### src/rtl/fifo_pkg.sv
// Shared types and helpers for the sync_fifo_flex FIFO family.
// Optional feature macro used by the slice: FIFO_PARITY_EN.
package fifo_pkg;

   // Read-port personality: registered read or first-word-fall-through.
   typedef enum logic {FIFO_STD, FIFO_FWFT} fifo_mode_e;

   // Widest word even_par accepts; narrower words are zero-extended,
   // which leaves the parity unchanged.
   localparam int unsigned PAR_MAX_W = 64;

   // Number of words for a given address width.
   function automatic int unsigned fifo_depth(input int unsigned addr_width);
      return 32'd1 << addr_width;
   endfunction

   // Even-parity bit: makes the total number of ones (data + bit) even.
   function automatic logic even_par(input logic [PAR_MAX_W-1:0] data);
      return ^data;
   endfunction

endpackage

### src/rtl/fifo_mem.sv
// FIFO storage: DEPTH x WIDTH register array, one synchronous write port and
// one asynchronous read port. Contents are deliberately not reset.
module fifo_mem
   import fifo_pkg::*;
#(
   parameter int unsigned WIDTH      = 8,
   parameter int unsigned ADDR_WIDTH = 5
) (
   input  logic                  clk,
   input  logic                  wr_en,
   input  logic [ADDR_WIDTH-1:0] wr_addr,
   input  logic [WIDTH-1:0]      wr_data,
   input  logic [ADDR_WIDTH-1:0] rd_addr,
   output logic [WIDTH-1:0]      rd_data
);

   localparam int unsigned DEPTH = fifo_depth(ADDR_WIDTH);

   logic [WIDTH-1:0] mem [DEPTH];

   // Write port: store the word on the accepting edge.
   always_ff @(posedge clk) begin
      if (wr_en) begin
         mem[wr_addr] <= wr_data;
      end
   end

   assign rd_data = mem[rd_addr];

endmodule

### src/rtl/sync_fifo_flex.sv
// Single-clock parametrised FIFO with standard or first-word-fall-through
// read mode, almost-full/almost-empty thresholds, occupancy/free counts and
// sticky overflow/underflow flags.
// Optional: define FIFO_PARITY_EN to store an even-parity bit per word and
// expose parity_err on the read side.
module sync_fifo_flex
   import fifo_pkg::*;
#(
   parameter int unsigned DATA_WIDTH = 8,
   parameter int unsigned ADDR_WIDTH = 5,
   parameter int unsigned FWFT       = 0,
   parameter int unsigned AFULL_LVL  = (2 ** ADDR_WIDTH) - 4,
   parameter int unsigned AEMPTY_LVL = 4
) (
   input  logic                  clk,
   input  logic                  rst,
   input  logic [DATA_WIDTH-1:0] data_in,
   input  logic                  wr_en,
   input  logic                  rd_en,
   input  logic                  err_clr,
   output logic [DATA_WIDTH-1:0] data_out,
   output logic                  FIFO_full,
   output logic                  FIFO_empty,
   output logic                  almost_full,
   output logic                  almost_empty,
   output logic [ADDR_WIDTH:0]   count,
   output logic [ADDR_WIDTH:0]   avail,
`ifdef FIFO_PARITY_EN
   output logic                  parity_err,
`endif
   output logic                  overflow,
   output logic                  underflow
);

   localparam int unsigned DEPTH = fifo_depth(ADDR_WIDTH);
   localparam fifo_mode_e  MODE  = (FWFT != 0) ? FIFO_FWFT : FIFO_STD;

   localparam logic [ADDR_WIDTH:0] DEPTH_C  = (ADDR_WIDTH + 1)'(DEPTH);
   localparam logic [ADDR_WIDTH:0] AFULL_C  = (ADDR_WIDTH + 1)'(AFULL_LVL);
   localparam logic [ADDR_WIDTH:0] AEMPTY_C = (ADDR_WIDTH + 1)'(AEMPTY_LVL);

`ifdef FIFO_PARITY_EN
   localparam int unsigned MEM_W = DATA_WIDTH + 1;
`else
   localparam int unsigned MEM_W = DATA_WIDTH;
`endif

   // Pointers carry one extra wrap bit above the memory index.
   logic [ADDR_WIDTH:0]   wptr_q, wptr_d;
   logic [ADDR_WIDTH:0]   rptr_q, rptr_d;
   logic [ADDR_WIDTH:0]   count_q, count_d;
   logic                  overflow_q, overflow_d;
   logic                  underflow_q, underflow_d;
   logic [DATA_WIDTH-1:0] dout_q, dout_d;

   logic                  full, empty;
   logic                  wa, ra;
   logic [MEM_W-1:0]      mem_wdata;
   logic [MEM_W-1:0]      mem_rdata;
   logic [DATA_WIDTH-1:0] rd_word;

`ifdef FIFO_PARITY_EN
   logic                  perr_q, perr_d;
   logic                  rd_perr;
`endif

   // Status flags, all derived from the registered occupancy.
   always_comb begin
      full         = (count_q == DEPTH_C);
      empty        = (count_q == '0);
      FIFO_full    = full;
      FIFO_empty   = empty;
      almost_full  = (count_q >= AFULL_C);
      almost_empty = (count_q <= AEMPTY_C);
      count        = count_q;
      avail        = DEPTH_C - count_q;
      overflow     = overflow_q;
      underflow    = underflow_q;
   end

   // Accept decisions; a read on a full FIFO frees the slot for a same-edge write.
   always_comb begin
      ra = rd_en && !empty;
      wa = wr_en && (!full || ra);
   end

   // Word written into memory, with parity appended when enabled.
   always_comb begin
`ifdef FIFO_PARITY_EN
      mem_wdata = {even_par(PAR_MAX_W'(data_in)), data_in};
`else
      mem_wdata = data_in;
`endif
   end

   fifo_mem #(
      .WIDTH      (MEM_W),
      .ADDR_WIDTH (ADDR_WIDTH)
   ) u_mem (
      .clk     (clk),
      .wr_en   (wa),
      .wr_addr (wptr_q[ADDR_WIDTH-1:0]),
      .wr_data (mem_wdata),
      .rd_addr (rptr_q[ADDR_WIDTH-1:0]),
      .rd_data (mem_rdata)
   );

   // Split the head word into data and (optionally) its parity check result.
   always_comb begin
      rd_word = mem_rdata[DATA_WIDTH-1:0];
`ifdef FIFO_PARITY_EN
      rd_perr = mem_rdata[DATA_WIDTH] != even_par(PAR_MAX_W'(rd_word));
`endif
   end

   // Next-state: pointers, occupancy, sticky errors and registered read data.
   always_comb begin
      wptr_d      = wptr_q;
      rptr_d      = rptr_q;
      count_d     = count_q;
      overflow_d  = overflow_q;
      underflow_d = underflow_q;
      dout_d      = dout_q;
`ifdef FIFO_PARITY_EN
      perr_d      = perr_q;
`endif

      if (wa) begin
         wptr_d = wptr_q + 1'b1;
      end
      if (ra) begin
         rptr_d = rptr_q + 1'b1;
         dout_d = rd_word;
`ifdef FIFO_PARITY_EN
         perr_d = rd_perr;
`endif
      end

      case ({wa, ra})
         2'b10:   count_d = count_q + 1'b1;
         2'b01:   count_d = count_q - 1'b1;
         default: count_d = count_q;
      endcase

      // Clear first so a same-edge error still sets the flag.
      if (err_clr) begin
         overflow_d  = 1'b0;
         underflow_d = 1'b0;
      end
      if (wr_en && !wa) begin
         overflow_d = 1'b1;
      end
      if (rd_en && !ra) begin
         underflow_d = 1'b1;
      end
   end

   // State registers; asynchronous active-low reset discards all stored words.
   always_ff @(posedge clk or negedge rst) begin
      if (!rst) begin
         wptr_q      <= '0;
         rptr_q      <= '0;
         count_q     <= '0;
         overflow_q  <= 1'b0;
         underflow_q <= 1'b0;
         dout_q      <= '0;
      end else begin
         wptr_q      <= wptr_d;
         rptr_q      <= rptr_d;
         count_q     <= count_d;
         overflow_q  <= overflow_d;
         underflow_q <= underflow_d;
         dout_q      <= dout_d;
      end
   end

`ifdef FIFO_PARITY_EN
   // Registered parity result, used only in standard read mode.
   always_ff @(posedge clk or negedge rst) begin
      if (!rst) begin
         perr_q <= 1'b0;
      end else begin
         perr_q <= perr_d;
      end
   end
`endif

   // Read-port personality: FWFT shows the head combinationally, zero when empty.
   always_comb begin
      if (MODE == FIFO_FWFT) begin
         data_out = empty ? '0 : rd_word;
`ifdef FIFO_PARITY_EN
         parity_err = !empty && rd_perr;
`endif
      end else begin
         data_out = dout_q;
`ifdef FIFO_PARITY_EN
         parity_err = perr_q;
`endif
      end
   end

   // Occupancy counter must track the pointer distance modulo 2*DEPTH.
   assert property (@(posedge clk) disable iff (!rst) count_q == (wptr_q - rptr_q));

endmodule

### config.mk
export PLATFORM = sky130hd
export DESIGN_NAME = sync_fifo_flex
export DESIGN_NICKNAME = d
export VERILOG_FILES = /design/src/rtl/fifo_pkg.sv /design/src/rtl/fifo_mem.sv /design/src/rtl/sync_fifo_flex.sv
export SDC_FILE = /design/constraint.sdc
export NUM_CORES = 1
export LEC_CHECK = 0
export ABC_AREA = 0
export BUFFER_PORTS_ARGS = -buffer_cell sky130_fd_sc_hd__buf_2
export CORE_UTILIZATION = 40
export DETAILED_ROUTE_END_ITERATION = 7
export GPL_ROUTABILITY_DRIVEN = 0
export PLACE_DENSITY_LB_ADDON = 0.2
export SLEW_MARGIN = 20
export SYNTH_ARGS = -nofsm -noshare
export SYNTH_HDL_FRONTEND = slang
export SYNTH_HIERARCHICAL = 1
export SYNTH_SLANG_ARGS = --single-unit
### constraint.sdc
create_clock -name clk -period 3.3 [get_ports clk]
set_input_delay 0 -clock clk [delete_from_list [all_inputs] [get_ports clk]]
set_output_delay 0 -clock clk [all_outputs]
set_load 0.1 [all_outputs]
**Word-level counts from Yosys, hierarchy flattened**

Memory sizes are Yosys's and may differ from the RTL's. A register that Yosys moved wholly into a read port is not among the register bits.
Cells that the tools add are included.

- Add/subtract/negate cells: 5
- $mul: 0
- Div/mod/pow operators: 0
- Magnitude comparators: 2
- Eq/ne operators: 3
- Shift-type cells: 0
- Multiplexer cells: 6
- Bitwise operators: 0
- Reduce and logical (&&, ||, !) cells: 14

Operator list:

| cell | number |
|---|---|
| adder 6 x 1 -> 6 bit (second input constant) | 3 |
| one-hot mux 6 bit (2 select lines) | 1 |
| == test 6 bit (second input constant) | 1 |
| >= comparator 6 x 5 -> 1 bit (second input constant) | 1 |
| <= comparator 6 x 3 -> 1 bit (second input constant) | 1 |
| logical NOT 6 bit | 1 |
| nonzero test 2 bit | 3 |
| subtractor 6 x 1 -> 6 bit (second input constant) | 1 |
| subtractor 6 bit (first input constant) | 1 |
| logical NOT 1 bit | 5 |
| two-way mux 1 bit | 5 |
| logical AND 1 bit | 4 |
| == test 2 x 1 -> 1 bit (second input constant) | 1 |
| == test 2 bit (second input constant) | 1 |
| logical OR 1 bit | 1 |

- Register bits after elaboration: 20
- Latch bits: 0
- RAM bits: 256
- ROM bits: 0
- Input port bits: 13
- Output and inout bits: 26
- Logic and storage cells: 36
- Memories kept: 1

Memories:

| memory | words | bits a word | rd ports | clocked after Yosys merged registers in | write ports | line | source |
|---|---|---|---|---|---|---|---|
| u_mem.mem | 32 | 8 | 1 | 1 | 1 | fifo_mem.sv:19 | `logic [WIDTH-1:0] mem [DEPTH];` |

**Depth between registers and ports, before layout**

- Depth after elaboration: 8
- Mapped depth: 9
- Depth with buffers taken out: 9

**Cells and area by module**

Netlist, hierarchy kept.

By module, submodules not included:

| module | times used | cells an instance | area each (um2) | seq. area each (um2) |
|---|---|---|---|---|
| fifo_mem | 1 | 409 | 9893.2 | 7687.4 |
| sync_fifo_flex | 1 | 116 | 1426.4 | 650.6 |

**Worst setup path after synthesis**

OpenSTA, ideal clock, no wires.

- Path kind: register to register
- Start: register count_q[0] (netlist: count[0])
- End: register count_q[5] (netlist: count[5])
- Library setup time: 104 ps
- Arrival time: 3299 ps
- Data required time: 3196 ps
- Slack: -102 ps
- Cell stages (with the launch flop): 10
- Buffers on the path: 0
- Clock period less this slack: 3402 ps
- Path through: dfrtp_1 -> inv_1 -> ha_1 -> nor2b_1 -> a21oi_2 -> ha_1 -> and3_1 -> a2111o_1 -> and3_1 -> o311ai_1

- Longest elaborated chain between the ends: 7
- Elaborated cells between the ends (all ways): 13
- Classes of those cells: add/sub: 2; eq/ne: 3; mux: 1; reduce/logical: 7

Ends and longest elaborated chain:

| element | line | source |
|---|---|---|
| start, declared | sync_fifo_flex.sv:51 | `logic [ADDR_WIDTH:0] count_q, count_d;` |
| start signal, assigned | sync_fifo_flex.sv:170 | `count_q <= count_d;` |
| logical NOT 6 bit | sync_fifo_flex.sv:70 | `empty = (count_q == '0);` |
| logical NOT 1 bit | sync_fifo_flex.sv:83 | `ra = rd_en && !empty;` |
| logical AND 1 bit | sync_fifo_flex.sv:83 |  |
| logical OR 1 bit | sync_fifo_flex.sv:84 | `wa = wr_en && (!full \|\| ra);` |
| logical AND 1 bit | sync_fifo_flex.sv:84 |  |
| == test 2 x 1 -> 1 bit or == test 2 bit (tied branches) | sync_fifo_flex.sv:139 | `case ({wa, ra})` |
| one-hot mux 6 bit (2 select lines) or nonzero test 2 bit (tied branches) | - |  |

Several ways; a longest one is shown, not always the timed one.
A chain may end at the register's enable or synchronous reset.

**Worst setup path after layout**

- Start: register count_q[1] (netlist: count[1])
- End: register count_q[5] (netlist: count[5])

The elaborated chain is that of the path after synthesis.

==> impl_metrics.py <==
metrics = {
    "run_status": {
        "status": "finished, final reports clean",
    },
    "critical_path": {
        "ff2ff_setup_slack_ns": 0.26,
        "cp_max_fo": 6,
        "required_ns": 3.74,
        "crit_path_start_kind": "flop",
        "r2r_cells": 9,
        "startpoint": "count[1]",
        "r2r-end": "count[5]",
        "worst-setup-path-type": "flop to flop",
        "crit_arrival_ns": 3.47,
        "r2r-start": "count[1]",
        "crit_path_end_kind": "flop",
    },
    "power_and_ir_drop": {
        "power_density_nw_per_um2": 935,
        "leakagePower_nw": 4.35,
        "total_power_mw": 12.2,
        "ir_drop_v": 0.000635,
    },
    "timing": {
        "setup_tns_ns": 0,
        "finalSetupViolations": 0,
        "clock-skew-final_ns": 0.0188,
        "rsz0062_at_grt": "no",
        "post-route-period-util_pct": 92.0,
        "worst_pin_slew_ns": 0.905,
        "finalMaxSlewViolations": 0,
        "finalCriticalPeriod_ns": 3.04,
        "fmax_mhz": 329,
        "hold_viol": 0,
        "slew_headroom_pct": 39.7,
    },
    "cells_and_area": {
        "areaGrowthSynthToFinish_pct": 15.6,
        "final_cell_mix": "256 x edfxtp_1, 80 x mux4_2, 38 x buf_2",
        "multiInputGateArea_um2": 2830,
        "final_nets": 634,
        "seq_area_um2": 8350,
        "drive_above_1_share_pct": 36.5,
        "fillers": 2343,
        "final_common_cell": "edfxtp_1",
        "diodes": 0,
    },
    "clocking": {
        "cts.sinks": 282,
        "htreeDepth": 1,
        "numCtsBuffers": 29,
        "clk_latency_ns": 0.54,
        "cts_tree": "yes",
        "post_cts.repair.setup_buffers": 0,
        "clock_path_buffers": 3,
        "root_buffer": "clkbuf_16",
        "clkTransAtPathRegs_ns": 0.06,
    },
    "grt": {
        "grt_max_degree": 68,
        "grt-ovfl-total": 0,
        "antenna_found_initial": 0,
        "first_global_vias": 5582,
        "grt_pass1_wl_um": 36000,
        "grt_usage_pct": 17.1,
    },
    "drt": {
        "drc": 0,
        "postRouteAntennaNets": 0,
        "drt-total-wl_um": 23600,
        "first_pass_iters": 5,
        "drt_iter0_drc": 467,
        "vias": 5330,
        "wire_per_inst_um": 23.3,
        "via_per_inst": 5.27,
    },
    "synth": {
        "ys_seq_elements": 282,
        "syn_avg_cell_area_um2": 21.6,
        "yosysSeqAreaShare_pct": 73.7,
        "synth_edf_count": 256,
        "netlist_area_um2": 11300,
        "syn_inst": 525,
        "post-synth-top-area-fraction_pct": 67.9,
        "yosysWarnings": 6,
        "ys.flop_type": "edfxtp_1",
        "synth_top_cell_by_area": "edfxtp_1",
        "synth_nets": 546,
        "netlist_top_cells_area": "edfxtp_1 68%, mux4_2 16%, dfrtp_1 5.7%",
        "ys_types": 42,
        "async_flop_share_pct": 9.22,
    },
    "floorplan": {
        "io_pins": 39,
        "die-area_um2": 29000,
        "die_y_um": 170,
        "coreArea_um2": 27800,
        "start_util_pct": 40.7,
        "die_w_um": 170,
        "core.rowCount": 61,
    },
    "min_path": {
        "hp-class": "primary input to asynchronous set/reset pin",
    },
    "placed_design": {
        "port_buffers": 38,
        "dp_hpwl_um": 14800,
    },
    "job": {
        "cap_violations": 0,
    },
}
registers in the layout (all words and copies together) (netlist names):
register / flops
count: 6
underflow: 1
u_mem/mem: 256
data_out: 8
wptr_q: 5
rptr_q: 5
overflow: 1
cell type report:
type,count,area share (%)
Tap cell,378,3.61
Timing Repair Buffer,80,4.25
Inverter,7,0.201
Sequential cell,282,63.8
Multi-Input combinational cell,213,21.6
Clock inverter,14,0.803
Clock buffer,37,5.77
kinds of logic after synthesis:
group | Yosys count | synth area share, %
AO/OA/AOI/OAI | 13 | 1.11
buffers and inverters | 30 | 1.38
flip-flops | 282 | 73.7
AND/OR/NAND/NOR | 74 | 3.42
XOR/XNOR | 15 | 1.16
adder cells (fa/ha/maj) | 8 | 0.951
multiplexers | 103 | 18.3
worst max-delay path by stage:
stage / to / cells past startpoint / slack [ns]
floorplan: count[5] / 7 / 0.12
finish: count[5] / 9 / 0.26
detailed placement: count[5] / 9 / 0.26
global placement: count[5] / 9 / 0.45
global route: count[5] / 9 / 0.07
CTS: count[5] / 9 / 0.25
cells in the mapped netlist (all sizes together) (2+ instances only):
cell type / count
edfxtp: 256
mux4: 80
nor2: 35
dfrtp: 26
mux2: 22
buf: 17
xnor2: 11
ha: 7
inv: 7
clkbuf: 6
nand2: 6
a21oi: 5
nand3b: 5
nor3: 5
nand3: 4
nand4: 4
xor2: 4
and3: 3
nor2b: 3
or3b: 3
a21o: 2
and2: 2
nand2b: 2
per-stage QoR:
stage	setup WS, ns	instances	cell area, µm²	hold slack [ns]	util (%)
2_1_floorplan	0.123	525	11300	-0.296	-
3_3_place_gp	0.451	955	12200	0.0360	43.8
5_1_grt	0.0681	1011	13100	0.0317	47.1
6_report	0.263	1011	13100	0.00473	47.1
3_5_place_dp	0.261	955	12200	0.0384	43.8
4_1_cts	0.251	1011	13100	0.0121	47.1
routing by layer:
| layer | up-vias | global-route usage, % | part of all wire, % |
|---|---|---|---|
| met5 | - | 0 | 0 |
| met4 | 0 | 5.21 | 2.4 |
| met3 | 38 | 2.70 | 4.9 |
| met2 | 125 | 27.9 | 50 |
| met1 | 2823 | 23.7 | 43 |
| li1 | 2344 | - | - |
timing repair:
item	in CTS	in global routing
hold buffers	5	0
gates resized for setup	0	0
endpoints found under the hold margin	36	0
report_power, final:
part | internal [mW] | switching (mW) | total (mW)
logic | 1.76 | 2.79 | 4.55
clock network | 1.69 | 1.30 | 2.99
registers | 4.28 | 0.413 | 4.69
worst max-delay path: stages (launching register included):
cell and delay (ns):
dfrtp_2 0.45, inv_1 0.07, ha_1 0.20, nor2b_1 0.44, a21oi_2 0.23, ha_1 0.39, and3_1 0.20, a2111o_1 0.46
and3_1 0.20, o311ai_1 0.28
Note: power is estimated with default switching activity, not from simulation.
